### src/rtl/fetch_unit_pkg.sv
// fetch_unit_pkg: default fetch parameters and fetch state type
package fetch_unit_pkg;
    localparam int DEF_ADDR_W = 32;
    localparam logic [31:0] DEF_INIT_PC = 32'h0000_0000;
    localparam int DEF_INST_BYTES = 4;
    localparam int DEF_DEPTH = 4;
    typedef enum logic {RUN, HALT} fetch_state_e;
endpackage

### src/rtl/fetch_unit_if.sv
// fetch_unit_if: redirect, instruction-memory and ID-side signals of the fetch unit
interface fetch_unit_if #(parameter int ADDR_W = 32);
    logic flush;
    logic [ADDR_W-1:0] exc_pc;
    logic branch_flag;
    logic [ADDR_W-1:0] branch_addr;
    logic stall;
    logic req_valid;
    logic req_ready;
    logic [ADDR_W-1:0] req_addr;
    logic resp_valid;
    logic [ADDR_W-1:0] resp_data;
    logic out_valid;
    logic [ADDR_W-1:0] out_pc;
    logic [ADDR_W-1:0] out_inst;
    logic out_misalign;
    modport master (
        input  flush, exc_pc, branch_flag, branch_addr, stall, req_ready, resp_valid, resp_data,
        output req_valid, req_addr, out_valid, out_pc, out_inst, out_misalign
    );
    modport slave (
        output flush, exc_pc, branch_flag, branch_addr, stall, req_ready, resp_valid, resp_data,
        input  req_valid, req_addr, out_valid, out_pc, out_inst, out_misalign
    );
endinterface

### src/rtl/fetch_queue.sv
// fetch_queue: in-order circular buffer of {pc, inst, data_valid, misalign} fetch entries
module fetch_queue #(
    parameter int ADDR_W = 32,
    parameter int DEPTH = 4
) (
    input  logic clk,
    input  logic rst,
    input  logic clear,
    input  logic push,
    input  logic push_misalign,
    input  logic [ADDR_W-1:0] push_pc,
    input  logic fill,
    input  logic [ADDR_W-1:0] fill_data,
    input  logic pop,
    output logic [$clog2(DEPTH):0] count,
    output logic [$clog2(DEPTH):0] pending,
    output logic head_ready,
    output logic [ADDR_W-1:0] head_pc,
    output logic [ADDR_W-1:0] head_inst,
    output logic head_misalign
);
    localparam int PW = $clog2(DEPTH);
    logic [PW:0] rd, wr, fl;
    logic [PW-1:0] push_idx;
    logic [ADDR_W-1:0] pc_q [DEPTH];
    logic [ADDR_W-1:0] inst_q [DEPTH];
    logic [DEPTH-1:0] ready_q, mis_q;
    // a clearing push becomes the sole entry at slot 0; misaligned pushes only ever arrive with clear
    assign push_idx = clear ? '0 : wr[PW-1:0];
    always_ff @(posedge clk or posedge rst) begin
        if (rst) begin
            rd <= '0;
            wr <= '0;
            fl <= '0;
            ready_q <= '0;
            mis_q <= '0;
            for (int i = 0; i < DEPTH; i++) begin
                pc_q[i] <= '0;
                inst_q[i] <= '0;
            end
        end else begin
            if (push) begin
                pc_q[push_idx] <= push_pc;
                inst_q[push_idx] <= '0;
                ready_q[push_idx] <= push_misalign;
                mis_q[push_idx] <= push_misalign;
            end
            if (fill && !clear) begin
                inst_q[fl[PW-1:0]] <= fill_data;
                ready_q[fl[PW-1:0]] <= 1'b1;
            end
            rd <= clear ? '0 : rd + (PW+1)'(pop);
            wr <= clear ? (PW+1)'(push) : wr + (PW+1)'(push);
            fl <= clear ? (PW+1)'(push & push_misalign) : fl + (PW+1)'(fill);
        end
    end
    assign count = wr - rd;
    assign pending = wr - fl;
    assign head_ready = (count != '0) && ready_q[rd[PW-1:0]];
    assign head_pc = pc_q[rd[PW-1:0]];
    assign head_inst = inst_q[rd[PW-1:0]];
    assign head_misalign = mis_q[rd[PW-1:0]];
endmodule

### src/rtl/fetch_unit.sv
// fetch_unit: IF-stage front end issuing pipelined fetches, buffering responses and applying redirects
module fetch_unit
    import fetch_unit_pkg::*;
#(
    parameter int ADDR_W = DEF_ADDR_W,
    parameter logic [ADDR_W-1:0] INIT_PC = ADDR_W'(DEF_INIT_PC),
    parameter int INST_BYTES = DEF_INST_BYTES,
    parameter int DEPTH = DEF_DEPTH
) (
    input logic clk,
    input logic rst,
    fetch_unit_if.master bus
);
    localparam int CW = $clog2(DEPTH) + 1;
    localparam logic [CW:0] DEPTH_C = (CW+1)'(DEPTH);
    localparam logic [ADDR_W-1:0] ALIGN_MASK = ADDR_W'(INST_BYTES - 1);
    fetch_state_e state, state_nx;
    logic [ADDR_W-1:0] fetch_pc, pc_nx, target;
    logic [CW-1:0] drop_cnt, drop_nx, count, pending;
    logic [CW:0] used;
    logic redir, mis, issue, resp_old, fill, pop, head_ready;
    assign redir = bus.flush | bus.branch_flag;
    assign target = bus.flush ? bus.exc_pc : bus.branch_addr;
    assign mis = redir && (target & ALIGN_MASK) != '0;
    assign used = {1'b0, count} + {1'b0, drop_cnt};
    assign bus.req_valid = (used < DEPTH_C) && !mis && (redir || state == RUN);
    assign bus.req_addr = redir ? target : fetch_pc;
    assign issue = bus.req_valid & bus.req_ready;
    // a response owed to the old stream: already counted as dropped, or filling a pending entry being killed
    assign resp_old = bus.resp_valid && (drop_cnt != '0 || (redir && pending != '0));
    assign fill = bus.resp_valid && drop_cnt == '0 && pending != '0 && !redir;
    assign bus.out_valid = head_ready & !redir;
    assign pop = bus.out_valid & !bus.stall;
    always_ff @(posedge clk or posedge rst) begin
        if (rst) begin
            state <= RUN;
            fetch_pc <= INIT_PC;
            drop_cnt <= '0;
        end else begin
            state <= state_nx;
            fetch_pc <= pc_nx;
            drop_cnt <= drop_nx;
        end
    end
    always_comb begin
        state_nx = redir ? (mis ? HALT : RUN) : state;
        pc_nx = issue ? bus.req_addr + ADDR_W'(INST_BYTES) : (redir ? target : fetch_pc);
        drop_nx = drop_cnt + (redir ? pending : '0) - CW'(resp_old);
    end
    fetch_queue #(.ADDR_W(ADDR_W), .DEPTH(DEPTH)) u_queue (
        .clk(clk),
        .rst(rst),
        .clear(redir),
        .push(issue | mis),
        .push_misalign(mis),
        .push_pc(bus.req_addr),
        .fill(fill),
        .fill_data(bus.resp_data),
        .pop(pop),
        .count(count),
        .pending(pending),
        .head_ready(head_ready),
        .head_pc(bus.out_pc),
        .head_inst(bus.out_inst),
        .head_misalign(bus.out_misalign)
    );
endmodule

### src/flat_wrapper.sv
// flat-port wrapper written by rule: the top's interface ports become plain ports
module fetch_unit_flat import fetch_unit_pkg::*;
#(
    parameter int ADDR_W = DEF_ADDR_W,
    parameter logic [ADDR_W-1:0] INIT_PC = ADDR_W'(DEF_INIT_PC),
    parameter int INST_BYTES = DEF_INST_BYTES,
    parameter int DEPTH = DEF_DEPTH
)
  (clk, rst, bus_flush, bus_exc_pc, bus_branch_flag, bus_branch_addr, bus_stall, bus_req_ready, bus_resp_valid, bus_resp_data, bus_req_valid, bus_req_addr, bus_out_valid, bus_out_pc, bus_out_inst, bus_out_misalign);
  fetch_unit_if #(.ADDR_W(ADDR_W)) bus_i ();
  input logic clk;
  input logic rst;
  input wire logic [$bits(bus_i.flush)-1:0] bus_flush;
  input wire logic [$bits(bus_i.exc_pc)-1:0] bus_exc_pc;
  input wire logic [$bits(bus_i.branch_flag)-1:0] bus_branch_flag;
  input wire logic [$bits(bus_i.branch_addr)-1:0] bus_branch_addr;
  input wire logic [$bits(bus_i.stall)-1:0] bus_stall;
  input wire logic [$bits(bus_i.req_ready)-1:0] bus_req_ready;
  input wire logic [$bits(bus_i.resp_valid)-1:0] bus_resp_valid;
  input wire logic [$bits(bus_i.resp_data)-1:0] bus_resp_data;
  output wire logic [$bits(bus_i.req_valid)-1:0] bus_req_valid;
  output wire logic [$bits(bus_i.req_addr)-1:0] bus_req_addr;
  output wire logic [$bits(bus_i.out_valid)-1:0] bus_out_valid;
  output wire logic [$bits(bus_i.out_pc)-1:0] bus_out_pc;
  output wire logic [$bits(bus_i.out_inst)-1:0] bus_out_inst;
  output wire logic [$bits(bus_i.out_misalign)-1:0] bus_out_misalign;
  assign bus_i.flush = bus_flush;
  assign bus_i.exc_pc = bus_exc_pc;
  assign bus_i.branch_flag = bus_branch_flag;
  assign bus_i.branch_addr = bus_branch_addr;
  assign bus_i.stall = bus_stall;
  assign bus_i.req_ready = bus_req_ready;
  assign bus_i.resp_valid = bus_resp_valid;
  assign bus_i.resp_data = bus_resp_data;
  assign bus_req_valid = bus_i.req_valid;
  assign bus_req_addr = bus_i.req_addr;
  assign bus_out_valid = bus_i.out_valid;
  assign bus_out_pc = bus_i.out_pc;
  assign bus_out_inst = bus_i.out_inst;
  assign bus_out_misalign = bus_i.out_misalign;
  fetch_unit #(.ADDR_W(ADDR_W), .INIT_PC(INIT_PC), .INST_BYTES(INST_BYTES), .DEPTH(DEPTH)) u_core (.clk(clk), .rst(rst), .bus(bus_i));
endmodule
### config.mk
export PLATFORM = sky130hd
export DESIGN_NAME = fetch_unit_flat
export DESIGN_NICKNAME = d
export VERILOG_FILES = /design/src/rtl/fetch_unit_pkg.sv /design/src/rtl/fetch_unit_if.sv /design/src/rtl/fetch_queue.sv /design/src/rtl/fetch_unit.sv /design/src/flat_wrapper.sv
export SDC_FILE = /design/constraint.sdc
export NUM_CORES = 1
export LEC_CHECK = 0
export ABC_AREA = 1
export CELL_PAD_IN_SITES_DETAIL_PLACEMENT = 0
export CELL_PAD_IN_SITES_GLOBAL_PLACEMENT = 1
export CORE_ASPECT_RATIO = 0.5
export CORE_UTILIZATION = 25
export CTS_BUF_LIST = sky130_fd_sc_hd__clkbuf_8
export DETAILED_ROUTE_END_ITERATION = 12
export GPL_TIMING_DRIVEN = 0
export PLACE_DENSITY = 0.61
export SYNTH_ARGS = -nofsm -noshare
export SYNTH_HDL_FRONTEND = slang
export SYNTH_SLANG_ARGS = --single-unit
### constraint.sdc
create_clock -name clk -period 11 [get_ports clk]
set_clock_uncertainty 0.15 [all_clocks]
set_input_delay 2.75 -clock clk [delete_from_list [all_inputs] [get_ports clk]]
set_output_delay 2.75 -clock clk [all_outputs]
set_load 0.01 [all_outputs]
# Yosys cells after proc, flatten, opt, wreduce, memory -nomap -nowiden
# Index checks and enable logic that the tools add are counted.
[totals]
register_bits = 309
inputBits = 103
out_inout_bits = 99
elab_cells = 108
[classes]
add_sub_neg = 9
magnitude_cmp = 11
muxes = 35
bitwise_logic = 13
reduce_logical = 24
[ops]
columns = ["cell", "n"]
rows = [
  ["32-bit two-way mux", 9],
  ["128-bit bitwise mux", 2],
  ["128-bit two-way mux", 2],
  ["128-bit AND", 1],
  ["32-bit binary-select mux with 2-bit select", 2],
  ["32-bit demux with 2-bit select", 2],
  ["128-bit inverter", 1],
  ["32-bit by 3-bit adder with 32-bit output, second input constant", 1],
  ["32-bit nonzero test", 1],
  ["1-bit logical AND", 14],
  ["3-bit two-way mux", 4],
  ["3-bit by 1-bit adder with 3-bit output", 3],
  ["3-bit >= comparator, second input constant", 3],
  ["2-bit by 3-bit < comparator with 1-bit output, second input constant", 3],
  ["2-bit inverter with 3-bit output", 3],
  ["3-bit nonzero test", 3],
  ["4-bit bitwise mux", 2],
  ["4-bit two-way mux", 2],
  ["3-bit by 1-bit < comparator with 1-bit output, second input constant", 2],
  ["3-bit subtractor", 2],
  ["1-bit two-way mux", 5],
  ["3-bit by 3-bit adder with 4-bit output", 1],
  ["1-bit AND", 4],
  ["1-bit binary-select mux with 2-bit select", 2],
  ["other kinds (12)", 18],
]

# Longest topological paths before layout
# Gate-level depths: netlist of run 1.
[depth]
ltp_word = 12
depth_mapped = 17
depth_no_buf = 17

# Modules after synthesis
# From an unflattened synthesis of run 1, not the netlist that was laid out.
[unflattened]
cells_unflattened = 1938
area_unflattened_um2 = 15650.0
[modules_own_cells]
columns = ["module", "n_inst", "cells_per_inst", "area_per_inst_um2", "seq_area_each_um2"]
rows = [
  ["fetch_queue", 1, 1451, 12389.4, 6831.6],
  ["fetch_unit", 1, 487, 3260.6, 900.9],
]

# Worst setup path before layout of run 1
# OpenSTA, ideal clock, no wires.
[synth_timing]
path_type = "input to output"
start = "input port bus_flush"
end = "output port bus_out_valid"
arrival_time_ns = 3.923
required_ns = 8.100
path_slack_ns = 4.177
cell_stages = 7
n_path_buf = 4
cell_sequence = "buf_6 > nor2_8 > inv_6 > buf_4 > buf_4 > clkbuf_1 > nor3_1"
[synth_via]
elab_chain_len = 3
[synth_lines]
columns = ["element", "line", "source"]
rows = [
  ["start, declared", "flat_wrapper.sv:13", "input wire logic [$bits(bus_i.flush)-1:0] bus_flush;"],
  ["1-bit bitwise OR", "fetch_unit.sv:22", "assign redir = bus.flush | bus.branch_flag;"],
  ["1-bit logical NOT", "fetch_unit.sv:32", "assign bus.out_valid = head_ready & !redir;"],
  ["1-bit AND", "fetch_unit.sv:32", ""],
  ["end, declared", "flat_wrapper.sv:23", "output wire logic [$bits(bus_i.out_valid)-1:0] bus_out_valid;"],
]
# No other way between the ends.

# Worst setup path after layout of run 1
[layout_timing]
start = "input port bus_branch_flag"
end = "output port bus_req_addr[31]"
[layout_via]
elab_chain_len = 2
[layout_lines]
columns = ["element", "line", "source"]
rows = [
  ["start, declared", "flat_wrapper.sv:15", "input wire logic [$bits(bus_i.branch_flag)-1:0] bus_branch_flag;"],
  ["1-bit bitwise OR", "fetch_unit.sv:22", ""],
  ["32-bit two-way mux", "n/a", ""],
  ["end, declared", "flat_wrapper.sv:22", "output wire logic [$bits(bus_i.req_addr)-1:0] bus_req_addr;"],
]
# No other way between the ends.

==> flow_summary.ini, run 1 <==
[status]
status = completed

[clock_tree]
cts-buffers-inserted = 52
cts_tree = done
cts_hold_buf = 0
clock_path_buffers = 3
clk-insertion-delay-late_ns = 0.60
path_clk_slew_ns = 0.06
clock_sinks = 309
cts_resized = 0
postCtsSetupRepairBufs = 0
clock-root-buffer = clkbuf_8
ctsHtreeMaxLevel = 2

[route]
routed_wl_um = 56100
drt_iter0_markers = 900
ant_nets = 0
dr.pass1.iters = 5
vias_per_cell = 4.63
wl_per_cell_um = 18.7
drc = 0
via_count = 13900

[power]
p_per_area_mw_per_mm2 = 157
vdd_drop_max_mv = 0.0762
power_uw = 3030
leakage_uw = 0.00902

[timing]
min_period_ns = 8.16
rsz0062_at_grt = no
period_share = 0.742
hold_violations = 0
max_slew_margin = 0.492
whs_ns = 0.328
setup_viol = 0
maxSlewViolCount = 0
max_freq_ghz = 0.123
tns_ns = 0
worstMarginPinSlew_ns = 0.762

[global_route]
antenna_found_initial = 1
grt_pass1_wl_um = 86700
grt_start_max_net_pins = 41
grt_pass1_vias = 14200
grtUsageTotal = 0.183
grt_overflow = 0

[finish]
nets = 2266
design_area_sq_mm = 0.0194
area_delta_synth_final_pct = 27.6
drive_gt1_frac = 0.0779

[worst_setup_path]
cp.arrival_ns = 5.26
critPathRequiredTime_ns = 8.10
startpoint = bus_branch_flag
cp_max_fo = 10
r2r-end = u_core.u_queue.pc_q[43]$_DFFE_PP0P_
rrSetupSlack_ns = 6.37
r2r-start = u_core.u_queue.rd[1]$_DFF_PP0_
worstSetupEndpointType = output port
startpoint_type = input port
worstSetupPathType = in2out
rr_worst_depth = 17

[logic_synthesis]
ys_warn_count = 0
synth_cell_types = 38
synth_largest_area_cell = dfrtp_1
synth_area_leaders = dfrtp_1 51%, nand2_1 12%, o21ai_0 9.8%
syn-num-nets = 2003
syn-mean-instance-area_sq_um = 8.05
ys_ff_latch = 309
syn_inst = 1883
yosysTopAreaCellShare = 0.510
ys_seq_area_frac = 0.510
syn_area_sq_mm = 0.0152

[place]
gp_congestion = 0.787
hpwl_um = 40800
io_buffer_count = 200
dpl_cell_area_sq_mm = 0.0184

[job]
drv_cap = 0

[floorplan]
die-width_um = 350
num_rows = 63
die_h_um = 176
pin_count = 202
die_area_sq_mm = 0.0617
start_util = 0.254
core-area_sq_mm = 0.0596

[min_path]
holdPathEnd = u_core.u_queue.pc_q[66]$_DFFE_PP0P_
min_delay_path_depth = 2
min_path_type = reg2reg
holdCritStartpoint = u_core.u_queue.pc_q[66]$_DFFE_PP0P_
[cells in the mapped netlist (all sizes together)]
master  number
clkinv       1
nor2       195
xor2        17
buf         55
a22oi        1
o21ai      366
nand2      479
a21oi        3
o22ai       66
nand4        9
inv        115
or2          2
o31ai        1
a31oi        1
xnor2        5
nand3      157
clkbuf      73
nor3         8
ha          14
fa           3
nor4         1
o211ai       2
dfrtp      309
[worst max-delay path, stage by stage]
cell,delay [ns]
clkdlybuf4s50_1,0.49
nor2_8,0.25
inv_6,0.08
buf_4,0.22
buf_4,0.22
o21ai_0,0.56
clkdlybuf4s50_1,0.67
[cell usage in the layout (no fill, tap or decap), types with 4 or more instances in the layout]
cell type / count
nand2_1: 467
dfrtp_1: 309
o21ai_0: 296
clkdlybuf4s50_1: 200
nor2_1: 185
nand3_1: 151
inv_1: 127
clkbuf_1: 73
o22ai_1: 66
clkbuf_8: 63
o21ai_1: 62
buf_2: 17
xor2_1: 17
buf_4: 16
ha_1: 14
buf_6: 11
nand2_2: 11
buf_1: 11
nand4_1: 9
buf_12: 9
o21ai_2: 8
nor3_1: 7
inv_2: 6
nor2_4: 5
xnor2_1: 5
nor2_2: 4
clkinv_2: 4
[worst max path at each step]
stage          cells past startpoint  slack (ns)                             to
3_3_place_gp                       2        1.22  u_core.fetch_pc[18]$_DFF_PP0_
2_1_floorplan                      1        3.99   u_core.drop_cnt[0]$_DFF_PP0_
4_1_cts                            8        2.86                  bus_out_valid
5_1_grt                            8        2.78                  bus_out_valid
6_report                           7        2.84               bus_req_addr[31]
3_5_place_dp                       8        2.86                  bus_out_valid
[metal layers]
layer	part of all wire	GRT usage
met5	0	0
met4	0.024	0.0491
met3	0.047	0.0281
met2	0.48	0.311
met1	0.45	0.243
[final cells by class]
| cell class | instances | area [sq um] |
|---|---|---|
| fill | 6509 | 40200 |
| tap | 812 | 1020 |
| timing repair buffer | 209 | 2180 |
| clock inverter | 27 | 116 |
| buffer | 128 | 644 |
| antenna | 1 | 2.50 |
| multi-input combinational | 1330 | 6340 |
| inverter | 116 | 449 |
| clock buffer | 63 | 867 |
| sequential | 309 | 7730 |
[cells by family (layout without fill, tap and decap cells)]
group | count (synthesis) | in the layout | synth area share
xor gates and xnor gates | 22 | 22 | 0.0127
adders and majority gates | 17 | 17 | 0.0155
AOI/OAI and AO/OA | 440 | 440 | 0.153
buffers and inverters | 244 | 543 | 0.0719
and+or+nand+nor | 851 | 851 | 0.237
DFF | 309 | 309 | 0.510
other | 0 | 1 | 0
[state kept, by name, summed over array words and instances, names as in the netlist]
signal,count
u_core.u_queue.mis_q,4
u_core.u_queue.pc_q,128
u_core.state,1
u_core.u_queue.wr,3
u_core.drop_cnt,3
u_core.u_queue.rd,3
u_core.u_queue.fl,3
u_core.u_queue.inst_q,128
u_core.u_queue.ready_q,4
u_core.fetch_pc,32
[through the flow]
stage,cells,utilization,worst slack (ns)
after floorplan,1883,-,3.99
after global placement,2895,0.305,1.22
after detailed placement,2904,0.308,2.86
after global routing,2995,0.325,2.78
final,2995,0.325,2.84
after CTS,2994,0.325,2.86
[power breakdown]
part / switching [uW] / internal, uW
Sequential: 74.1 / 1290
Clock: 494 / 514
Combinational: 382 / 281
Total: 950 / 2080
No activity file was read; power rests on OpenSTA's default activity.
==> run 2: changes to the inputs <==
PLACE_DENSITY = 0.59   (was 0.61)
clock period = 8.16 ns   (was 11 ns; I/O delays follow)
==> run 2 against run 1 <==
Effect of this change:
- non-clock buffer count unchanged
- critical path depth up 1
- core utilization about the same
- combinational power up 35%
- die area unchanged
- global-route usage about the same
- critical endpoint is now bus_out_valid
- highest routed layer unchanged
==> flow_summary.ini, run 2 (synthesis results as in run 1) <==
[place]
gp_congestion = 0.797
pre_cts_slack_ns = 1.45
hpwl_um = 41000
io_buffer_count = 200
dpl_cell_area_sq_mm = 0.0184

[clock_tree]
postCtsSetupRepairBufs = 0
cts_tree = done
path_clk_slew_ns = 0.07
clk-insertion-delay-late_ns = 0.63
clock_sinks = 309
ctsHtreeMaxLevel = 2
clock-root-buffer = clkbuf_8
cts_resized = 0
cts_hold_buf = 0
clock_path_buffers = 3
cts-buffers-inserted = 51

[timing]
rsz0062_at_grt = no
max_freq_ghz = 0.151
max_slew_margin = 0.422
min_period_ns = 6.64
maxSlewViolCount = 0
whs_ns = 0.321
worstMarginPinSlew_ns = 0.866
hold_violations = 0
tns_ns = 0
setup_slack_ns = 1.52
period_share = 0.814
setup_viol = 0

[worst_setup_path]
worstSetupPathType = in2out
cp_cell_sequence = clkdlybuf4s50_1 -> nor2_8 -> inv_6 -> buf_4 -> buf_4 -> clkbuf_1 -> nor3_1 -> clkdlybuf4s50_1
startpoint_type = input port
cp.arrival_ns = 4.45
cp_num_buf_inv = 6
worstSetupEndpointType = output port
cp_max_fo = 11
critPathRequiredTime_ns = 5.97
cp_top_family = buffers and inverters
slowest_delay_ns = 0.58
critPathSlowestCell = clkdlybuf4s50_1

[min_path]
min_path_type = reg2reg

[power]
p_per_area_mw_per_mm2 = 211
vdd_drop_max_mv = 0.100
p_seq_frac = 0.450
cellInternalPower_uw = 2790
p_clk_frac = 0.329
switchingPower_uw = 1290
swShare = 0.316
combPwrFrac = 0.221
power_uw = 4070
leakage_uw = 0.00902

[floorplan]
pin_count = 202
start_util = 0.254
die-width_um = 350
die_area_sq_mm = 0.0617
core-area_sq_mm = 0.0596
num_rows = 63
die_h_um = 176

[global_route]
grt_start_max_net_pins = 39
grt_overflow = 0
grt_pass1_wl_um = 85800
grt_pass1_vias = 13900
antenna_found_initial = 0
grtUsageTotal = 0.183

[finish]
final_cell_mix = 467 x nand2_1, 309 x dfrtp_1, 296 x o21ai_0
top_regs = u_core.u_queue.inst_q x128, u_core.u_queue.pc_q x128, u_core.fetch_pc x32
nets = 2265
drive_gt1_frac = 0.0761
area_delta_synth_final_pct = 27.5
final_common_cell = nand2_1
design_area_sq_mm = 0.0193

[route]
ant_nets = 0
routed_wl_um = 56200
drt_iter0_markers = 805
vias_per_cell = 4.64
wl_per_cell_um = 18.8
dr.pass1.iters = 5
via_count = 13900
drc = 0

[status]
status = completed

[job]
drv_cap = 0
-- run 2: worst register-to-register path: cells and delay by family (launching register included) --
| family | cells | cell delay [ns] |
|---|---|---|
| xor+xnor | 2 | 0.34 |
| flops | 1 | 0.45 |
| buf+inv | 6 | 1.93 |
| compound gates | 1 | 0.06 |
| fa+ha+maj | 2 | 0.57 |
| simple gates | 6 | 1.05 |
-- run 2: metal layers --
layer | global-route usage | vias to the layer above | share of wire
met5 | 0 | - | 0
met4 | 0.0420 | 0 | 0.017
met3 | 0.0306 | 65 | 0.048
met2 | 0.306 | 330 | 0.48
met1 | 0.247 | 6786 | 0.46
li1 | - | 6736 | -
-- run 2: area by class of cell --
class / instances / area [sq um]
inverters: 116 / 449
multi-input cells: 1330 / 6340
clock buffers: 61 / 840
fillers: 6525 / 40300
diodes: 3 / 7.51
well taps: 812 / 1020
clock inverters: 29 / 120
flip-flops and latches: 309 / 7730
plain buffers: 128 / 644
repair buffers: 209 / 2180
-- run 2: through the flow --
stage / std cells / utilization
floorplan: 1883 / -
global placement: 2895 / 0.305
detailed placement: 2904 / 0.308
CTS: 2994 / 0.324
global route: 2994 / 0.324
finish: 2997 / 0.324
-- run 2: power groups by stage --
stage               registers (uW)  logic [uW]  clock network [uW]
floorplan                     1830         504                   0
finish                        1830         898                1340
global route                  1860        1010                1460
CTS                           1830         921                1390
global placement              1860         895                   0
detailed placement            1860         919                   0
-- run 2: worst paths after layout --
kind,start,slack [ns],to,cells after the start
max in group asynchronous,rst,4.67,u_core.u_queue.pc_q[22]$_DFFE_PP0P_,6
min in group asynchronous,rst,1.81,u_core.u_queue.inst_q[105]$_DFF_PP0_,2
setup reg to reg,u_core.u_queue.rd[1]$_DFF_PP0_,3.50,u_core.u_queue.pc_q[44]$_DFFE_PP0P_,17
setup / recovery,bus_branch_flag,1.52,bus_out_valid,8
hold reg to reg,u_core.u_queue.mis_q[3]$_DFFE_PP0P_,0.32,u_core.u_queue.mis_q[3]$_DFFE_PP0P_,2
hold / removal,u_core.u_queue.mis_q[3]$_DFFE_PP0P_,0.32,u_core.u_queue.mis_q[3]$_DFFE_PP0P_,2
